## src/rtl/tpu_host_driver.sv

```systemverilog
// tpu_host_driver: sequences one 2x2 job into a byte-serial TPU.
// The driver streams four weight bytes and four input bytes to the TPU,
// waits READ_DELAY cycles, collects four 16-bit results and holds them
// for the host until the result handshake completes.
// Optional feature: define TPU_HOST_STAT_EN to select stationary-weights
// mode. In that mode the TPU returns each 16-bit result in one cycle, on
// tpu_uo_out and tpu_uio_out together, so the read phase is 4 cycles.
module tpu_host_driver #(
  parameter int READ_DELAY = 2
) (
  input  logic        clk,
  input  logic        rst,
  input  logic        cmd_valid,
  output logic        cmd_ready,
  input  logic [31:0] cmd_weights,
  input  logic [31:0] cmd_inputs,
  input  logic [2:0]  cmd_flags,
  output logic        res_valid,
  input  logic        res_ready,
  output logic [63:0] res_data,
  output logic [7:0]  tpu_ui_in,
  output logic [7:0]  tpu_uio_in,
  input  logic [7:0]  tpu_uo_out,
  input  logic [7:0]  tpu_uio_out,
  output logic        busy
);

  typedef enum logic [2:0] {
    S_IDLE = 3'd0,
    S_LOAD = 3'd1,
    S_WAIT = 3'd2,
    S_READ = 3'd3,
    S_DONE = 3'd4
  } state_t;

  // Last count value of the LOAD and WAIT phases. A zero delay never
  // enters WAIT, so WAIT_LAST is unused in that case.
  localparam logic [3:0] LOAD_LAST = 4'd7;
  localparam logic [3:0] WAIT_LAST = (READ_DELAY == 0) ? 4'd0 : 4'(READ_DELAY - 1);

`ifdef TPU_HOST_STAT_EN
  localparam logic [3:0] READ_LAST = 4'd3;
  localparam logic       STAT_MODE = 1'b1;
`else
  localparam logic [3:0] READ_LAST = 4'd7;
  localparam logic       STAT_MODE = 1'b0;
  // The second result byte lane only matters in stationary mode.
  logic uio_out_unused;
  assign uio_out_unused = ^tpu_uio_out;
`endif

  state_t      state_q, state_d;
  logic [3:0]  cnt_q, cnt_d;
  logic [31:0] weights_q, weights_d;
  logic [31:0] inputs_q, inputs_d;
  logic [2:0]  flags_q, flags_d;
  logic [63:0] res_data_q, res_data_d;
  logic        res_valid_q, res_valid_d;

  logic        active;
  logic [63:0] load_bytes;

  // State register and datapath flops; reset discards any job in flight.
  always_ff @(posedge clk or posedge rst) begin
    if (rst) begin
      state_q     <= S_IDLE;
      cnt_q       <= 4'd0;
      weights_q   <= 32'd0;
      inputs_q    <= 32'd0;
      flags_q     <= 3'd0;
      res_data_q  <= 64'd0;
      res_valid_q <= 1'b0;
    end else begin
      state_q     <= state_d;
      cnt_q       <= cnt_d;
      weights_q   <= weights_d;
      inputs_q    <= inputs_d;
      flags_q     <= flags_d;
      res_data_q  <= res_data_d;
      res_valid_q <= res_valid_d;
    end
  end

  // Next-state logic: one shared counter paces LOAD, WAIT and READ.
  always_comb begin
    state_d     = state_q;
    cnt_d       = cnt_q;
    weights_d   = weights_q;
    inputs_d    = inputs_q;
    flags_d     = flags_q;
    res_data_d  = res_data_q;
    res_valid_d = res_valid_q;

    case (state_q)
      S_IDLE: begin
        if (cmd_valid) begin
          weights_d = cmd_weights;
          inputs_d  = cmd_inputs;
          flags_d   = cmd_flags;
          cnt_d     = 4'd0;
          state_d   = S_LOAD;
        end
      end

      S_LOAD: begin
        if (cnt_q == LOAD_LAST) begin
          cnt_d   = 4'd0;
          state_d = (READ_DELAY == 0) ? S_READ : S_WAIT;
        end else begin
          cnt_d = cnt_q + 4'd1;
        end
      end

      S_WAIT: begin
        if (cnt_q == WAIT_LAST) begin
          cnt_d   = 4'd0;
          state_d = S_READ;
        end else begin
          cnt_d = cnt_q + 4'd1;
        end
      end

      S_READ: begin
`ifdef TPU_HOST_STAT_EN
        // One whole result per cycle: c_j = {uo, uio_out}.
        res_data_d[{cnt_q[1:0], 4'b0000} +: 16] = {tpu_uo_out, tpu_uio_out};
`else
        // Even cycles carry the high byte of c(j/2), odd cycles the low byte.
        res_data_d[{cnt_q[2:1], ~cnt_q[0], 3'b000} +: 8] = tpu_uo_out;
`endif
        if (cnt_q == READ_LAST) begin
          cnt_d   = 4'd0;
          state_d = S_DONE;
        end else begin
          cnt_d = cnt_q + 4'd1;
        end
      end

      S_DONE: begin
        // res_valid rises on the first DONE cycle edge, so the capture
        // register has settled before the host can see it.
        if (res_valid_q && res_ready) begin
          res_valid_d = 1'b0;
          state_d     = S_IDLE;
        end else begin
          res_valid_d = 1'b1;
        end
      end

      default: begin
        state_d     = S_IDLE;
        cnt_d       = 4'd0;
        res_valid_d = 1'b0;
      end
    endcase
  end

  // Output decode from the registered state; data bus is quiet outside LOAD.
  always_comb begin
    active     = (state_q == S_LOAD) || (state_q == S_WAIT) || (state_q == S_READ);
    load_bytes = {inputs_q, weights_q};
    tpu_ui_in  = 8'd0;
    if (state_q == S_LOAD) begin
      tpu_ui_in = load_bytes[{cnt_q[2:0], 3'b000} +: 8];
    end
    tpu_uio_in = {2'b00,
                  active & STAT_MODE,
                  active,
                  active ? flags_q : 3'b000,
                  (state_q == S_LOAD)};
    cmd_ready  = (state_q == S_IDLE);
    busy       = (state_q != S_IDLE);
    res_valid  = res_valid_q;
    res_data   = res_data_q;
  end

endmodule

```

## config.mk

```make
export PLATFORM = sky130hd
export DESIGN_NAME = tpu_host_driver
export DESIGN_NICKNAME = d
export VERILOG_FILES = /design/src/rtl/tpu_host_driver.sv
export SDC_FILE = /design/constraint.sdc
export NUM_CORES = 1
export LEC_CHECK = 0
export ABC_AREA = 1
export CAP_MARGIN = 0
export CELL_PAD_IN_SITES_DETAIL_PLACEMENT = 1
export CELL_PAD_IN_SITES_GLOBAL_PLACEMENT = 1
export CORE_MARGIN = 1
export CORE_UTILIZATION = 37
export DETAILED_ROUTE_END_ITERATION = 6
export GPL_TIMING_DRIVEN = 0
export HOLD_SLACK_MARGIN = 0.05
export PLACE_DENSITY_LB_ADDON = 0.1
export SYNTH_ARGS = -nofsm -noshare
export SYNTH_HDL_FRONTEND = slang
export SYNTH_SLANG_ARGS = --single-unit
```

## constraint.sdc

```tcl
create_clock -name clk -period 6.5 [get_ports clk]
set_clock_uncertainty 0.1 [all_clocks]
set_input_delay 1.3 -clock clk [delete_from_list [all_inputs] [get_ports clk]]
set_output_delay 1.3 -clock clk [all_outputs]
set_load 0.05 [all_outputs]
```

**Word level (Yosys, flattened, before mapping)**

Cells that the tools add are included.

- Output and inout port bits: 83
- Bits of input ports: 87
- Logic and storage cells: 50
- Register bits after elaboration: 139

- Bitwise logic cells: 2
- Eq/ne operators: 11
- Reductions and logical operators: 10
- Shifts and indexed selects: 3
- Muxes and demuxes: 15
- Add/sub/neg operators: 2

Operators by type and width:

| operator | number |
|---|---|
| $bwmux 64 | 1 |
| $shift 8x8->64 const A | 1 |
| $shiftx 64x7->8 | 1 |
| $shiftx 8x8->64 | 1 |
| $mux 3 | 6 |
| $pmux 4 s4 | 1 |
| $pmux 3 s5 | 1 |
| $mux 4 | 3 |
| $mux 8 | 1 |
| $ne 2x2->1 const B | 4 |
| $neg 6->8 | 1 |
| $eq 3x2->1 const B | 2 |
| $reduce_and 5->1 | 1 |
| $add 4x1->4 const B | 1 |
| $eq 4x1->1 const B | 1 |
| $eq 4x3->1 const B | 1 |
| $reduce_and 2->1 | 2 |
| $reduce_or 4->1 | 1 |
| $eq 3x1->1 const B | 1 |
| $eq 3x3->1 const B | 1 |
| $logic_not 3->1 | 1 |
| $reduce_bool 3->1 | 1 |
| $logic_or 1x1->1 | 2 |
| $ne 2x1->1 const B | 1 |
| other kinds (5) | 6 |

**Depth between registers and ports, before layout**

- Word-level depth: 4
- Gate-level depth with buffers: 14
- Depth with buffers taken out: 11

**Least setup slack after synthesis**

Ideal clock, no wire load.

- Path kind: reg-to-output
- From: register cnt_q[0]
- To: output tpu_ui_in[3]
- Arrival: 1,805 ps
- Path buffers: 2
- Slack: 3,295 ps
- Stages on the path, launching flop included: 9
- Data required time: 5,100 ps
- Cell sequence: dfrtp_1 buf_2 buf_2 nor2_1 nor2_1 o21ai_0 nand2_1 nor2_1 nor2_1

- Word-level cells in the longest chain between the ends: 2

Ends and longest elaborated chain:

| what | line | text |
|---|---|---|
| from (decl) | 53 | `logic [3:0] cnt_q, cnt_d;` |
| from (signal assigned) | 75 | `cnt_q <= cnt_d;` |
| $shiftx 64x7->8 | 164 | `tpu_ui_in = load_bytes[{cnt_q[2:0], 3'b000} +: 8];` |
| $mux 8 | 163 | `if (state_q == S_LOAD) begin` |
| to (decl) | 21 | `output logic [7:0] tpu_ui_in,` |

Every way passes these cells.

**Worst setup path in the final report**

- From: register cnt_q[0]
- To: output tpu_ui_in[7]

Same word-level chain as after synthesis.

==> qor.txt <==
Slowest stage cell on the critical path = clkdlybuf4s50_1
Area grow syn2layout = 36.4%
Ports = 170
Flops & latches, synth = 139
CTS HTree Levels = 4
Type of origin of the critical path = register
Max rail drop VDD = 0.354 mV
CTS Buffer Depth = 2
Post-DR wirelength/cell = 16.3 µm
Pin count of the biggest net entering global routing = 78
Fin worst setup slack = 2.15 ns
Post-synthesis cell count = 824
Crit path largest cell delay = 0.83 ns
Initial DRC count = 287
Number of port buffers = 157
Largest family of logic cells by synthesized area = simple AND/OR/NAND/NOR gates
Adder-cell area share of the yosys netlist = 1.08%
Cell mode on critical path = nor2_1
Worst Setup SP = cnt_q[0]
Worst Tran Pin Value = 0.719 ns
Max Fclk = 230 MHz
Crit Path Max Fanout = 10
Bufs and invs on worst path = 3
Most frequent cells in the layout = nand2_1 (244), clkdlybuf4s50_1 (157), dfrtp_1 (139)
Synthesis Warnings = 0
Hpwl dp = 15.0 mm
Violated checks = DRC
CP top delay family = buffers and inverters
First-pass GRT wire length = 33.7 mm
CP Capture Type = primary output
Most common cell after layout, fill and taps aside = nand2_1
CORE AREA = 18100 µm²
Final WL = 20.4 mm
Layout cells sized above 1 = 15.6%
Num CTS Buffers = 17
Routability-driven placement congestion ratio = 0.789
Mapped cell area = 6920 µm²
CTS tree = done
Syn_area_per_cell = 8.40 µm²
Area after DPL = 8820 µm²
Crit Path Class = register to primary output
Simple-gate share of the synthesized area = 30.3%
Final Cell Area = 9440 µm²
XOR/XNOR share of the synthesized area = 0.127%
Initial antenna violation count = 0
Max-slew violations = 0
Hold Vio Cnt, Final = 0
Vias in the first global route = 6302
Drt pass-1 iters = 7
Type of the tightest min-delay check = register to register
CP cell instances = clkinv_1 -> clkbuf_1 -> o21ai_0 -> nand2_1 -> nor2_1 -> nor2_1 -> clkdlybuf4s50_1
Gr ovfl total = 0
Yosys cell types = 29
GRT Total Usage = 22.5%
Post-synthesis mux area share = 0%
Unrepaired setup endpoints after global routing = no
Die H = 139 µm
Pwr/cell area = 572 nW/µm²
Non-filler cells, final = 1245
Initial core utilization = 38.1%
Vias/cell = 4.85
WHS = 0.371 ns
Setup-failing EPs final = 0
Die X-Extent = 139 µm
Residual DRC = 13
Die area = 19300 µm²
Root buffer cell = clkbuf_16
Site Rows = 49
Minimum clock period = 4.35 ns
Post-CTS setup buffers = 0
P_leak = 4.61 nW
Setup TNS = 0 ns
Dpl ws = 2.56 ns
Min-delay src = weights_q[12]
Reg2reg setup slack = 3.81 ns
Inst Count DP = 1213
ANT cells = 0
NumNets Final = 1096
Clock Pin Slew Worst Setup and Hold Paths = 0.06 ns
CP Data Required Time = 5.10 ns
Worst r2r src = cnt_q[0]
Post_cts resized = 0
MaxCap Viol Count = 0
Compound-gate portion of the synthesized area = 10.3%
Clock sink total = 139
Data arrival, critical path = 2.95 ns
Clk_lat worst skew = 0.41 ns
DR vias = 6044
Routed Antenna Nets = 0
Seq/Total Area, Yosys = 50.3%
Status = complete, but fails checks
CTS Hold Bufs = 0
Relative slew slack = 52.0%
Crit share post-route = 66.9%
==> layout make-up <==
| type | count | area [µm²] |
|---|---|---|
| clock inverter | 14 | 184 |
| clock buffer | 18 | 439 |
| fill | 2177 | 8710 |
| tap | 229 | 287 |
| sequential | 139 | 3480 |
| timing repair buffer | 158 | 1600 |
| inverter | 58 | 225 |
| multi-input combinational | 581 | 2910 |
| buffer | 48 | 322 |
==> Yosys cell counts <==
master	instances	area share [%]
o21bai_1	2	0.22
buf_4	9	0.98
clkinv_1	2	0.11
o21ai_1	13	0.94
nor3_4	1	0.24
o211ai_1	1	0.11
clkbuf_1	11	0.60
dfrtp_1	139	50
inv_1	49	2.7
nand4_1	16	1.4
nand2_2	4	0.36
xor2_1	1	0.13
ha_1	6	1.1
inv_2	6	0.33
o21ai_2	25	3.2
nor2_2	4	0.36
inv_4	1	0.090
buf_6	12	2.0
nand2_1	244	13
nand3_1	89	6.4
buf_1	2	0.11
nand2_4	9	1.5
a21oi_2	35	4.4
nor2_8	3	0.87
o21ai_0	20	1.4
buf_2	14	1.0
conb_1	1	0.054
nor2_1	103	5.6
nor2_4	2	0.33
==> worst paths after layout <==
check                           cells after the start       endpoint
max in group asynchronous                           3   res_data[38]
min in group asynchronous                           2   res_data[25]
worst min-delay path                                2  weights_q[12]
worst max-delay path                                7   tpu_ui_in[7]
worst min register to register                      2  weights_q[12]
worst max register to register                      8   res_data[14]
==> logic make-up (layout without fill, tap and decap cells) <==
group / after synthesis / after routing
fa+ha+maj: 6 / 6
buf+inv: 106 / 296
simple gates: 475 / 475
compound gates: 96 / 96
xor+xnor: 1 / 1
other cells: 1 / 3
flops: 139 / 139
==> worst reg2reg max path, delay by kind of cell (launching register included) <==
kind	cells	cell delay, ns
AND/OR/NAND/NOR	3	0.27
buffers and inverters	4	1.29
adder cells (fa/ha/maj)	1	0.41
flip-flops	1	0.50
==> sequential cells by signal, summed over array words and instances (netlist names) <==
register / flops
cnt_q: 4
flags_q: 3
inputs_q: 32
res_data: 64
res_valid: 1
state_q: 3
weights_q: 32
==> layer usage <==
metal | routed length [µm] | part of all wire, % | global-route usage (%) | vias to the layer above
met3 | 1020 | 5.0 | 5.73 | 19
met2 | 10000 | 49 | 37.9 | 143
met5 | 0 | 0 | 0 | -
met1 | 9040 | 44 | 28.8 | 2898
li1 | - | - | - | 2984
met4 | 256 | 1.3 | 5.56 | 0
==> metrics by stage <==
stage	total power (W)	util, %
after floorplan	0.00345	-
after global placement	0.00434	48.4
after detailed placement	0.00440	48.6
after CTS	0.00546	52.0
after global routing	0.00574	52.0
final	0.00540	52.0
==> report_power, final <==
group / switching [W] / internal [W] / total (W) / leakage [nW]
sequential: 0.000207 / 0.00124 / 0.00144 / 1.65
combinational: 0.00200 / 0.000933 / 0.00293 / 2.66
clock: 0.000404 / 0.000622 / 0.00103 / 0.303
Note: power is estimated with default switching activity, not from simulation.
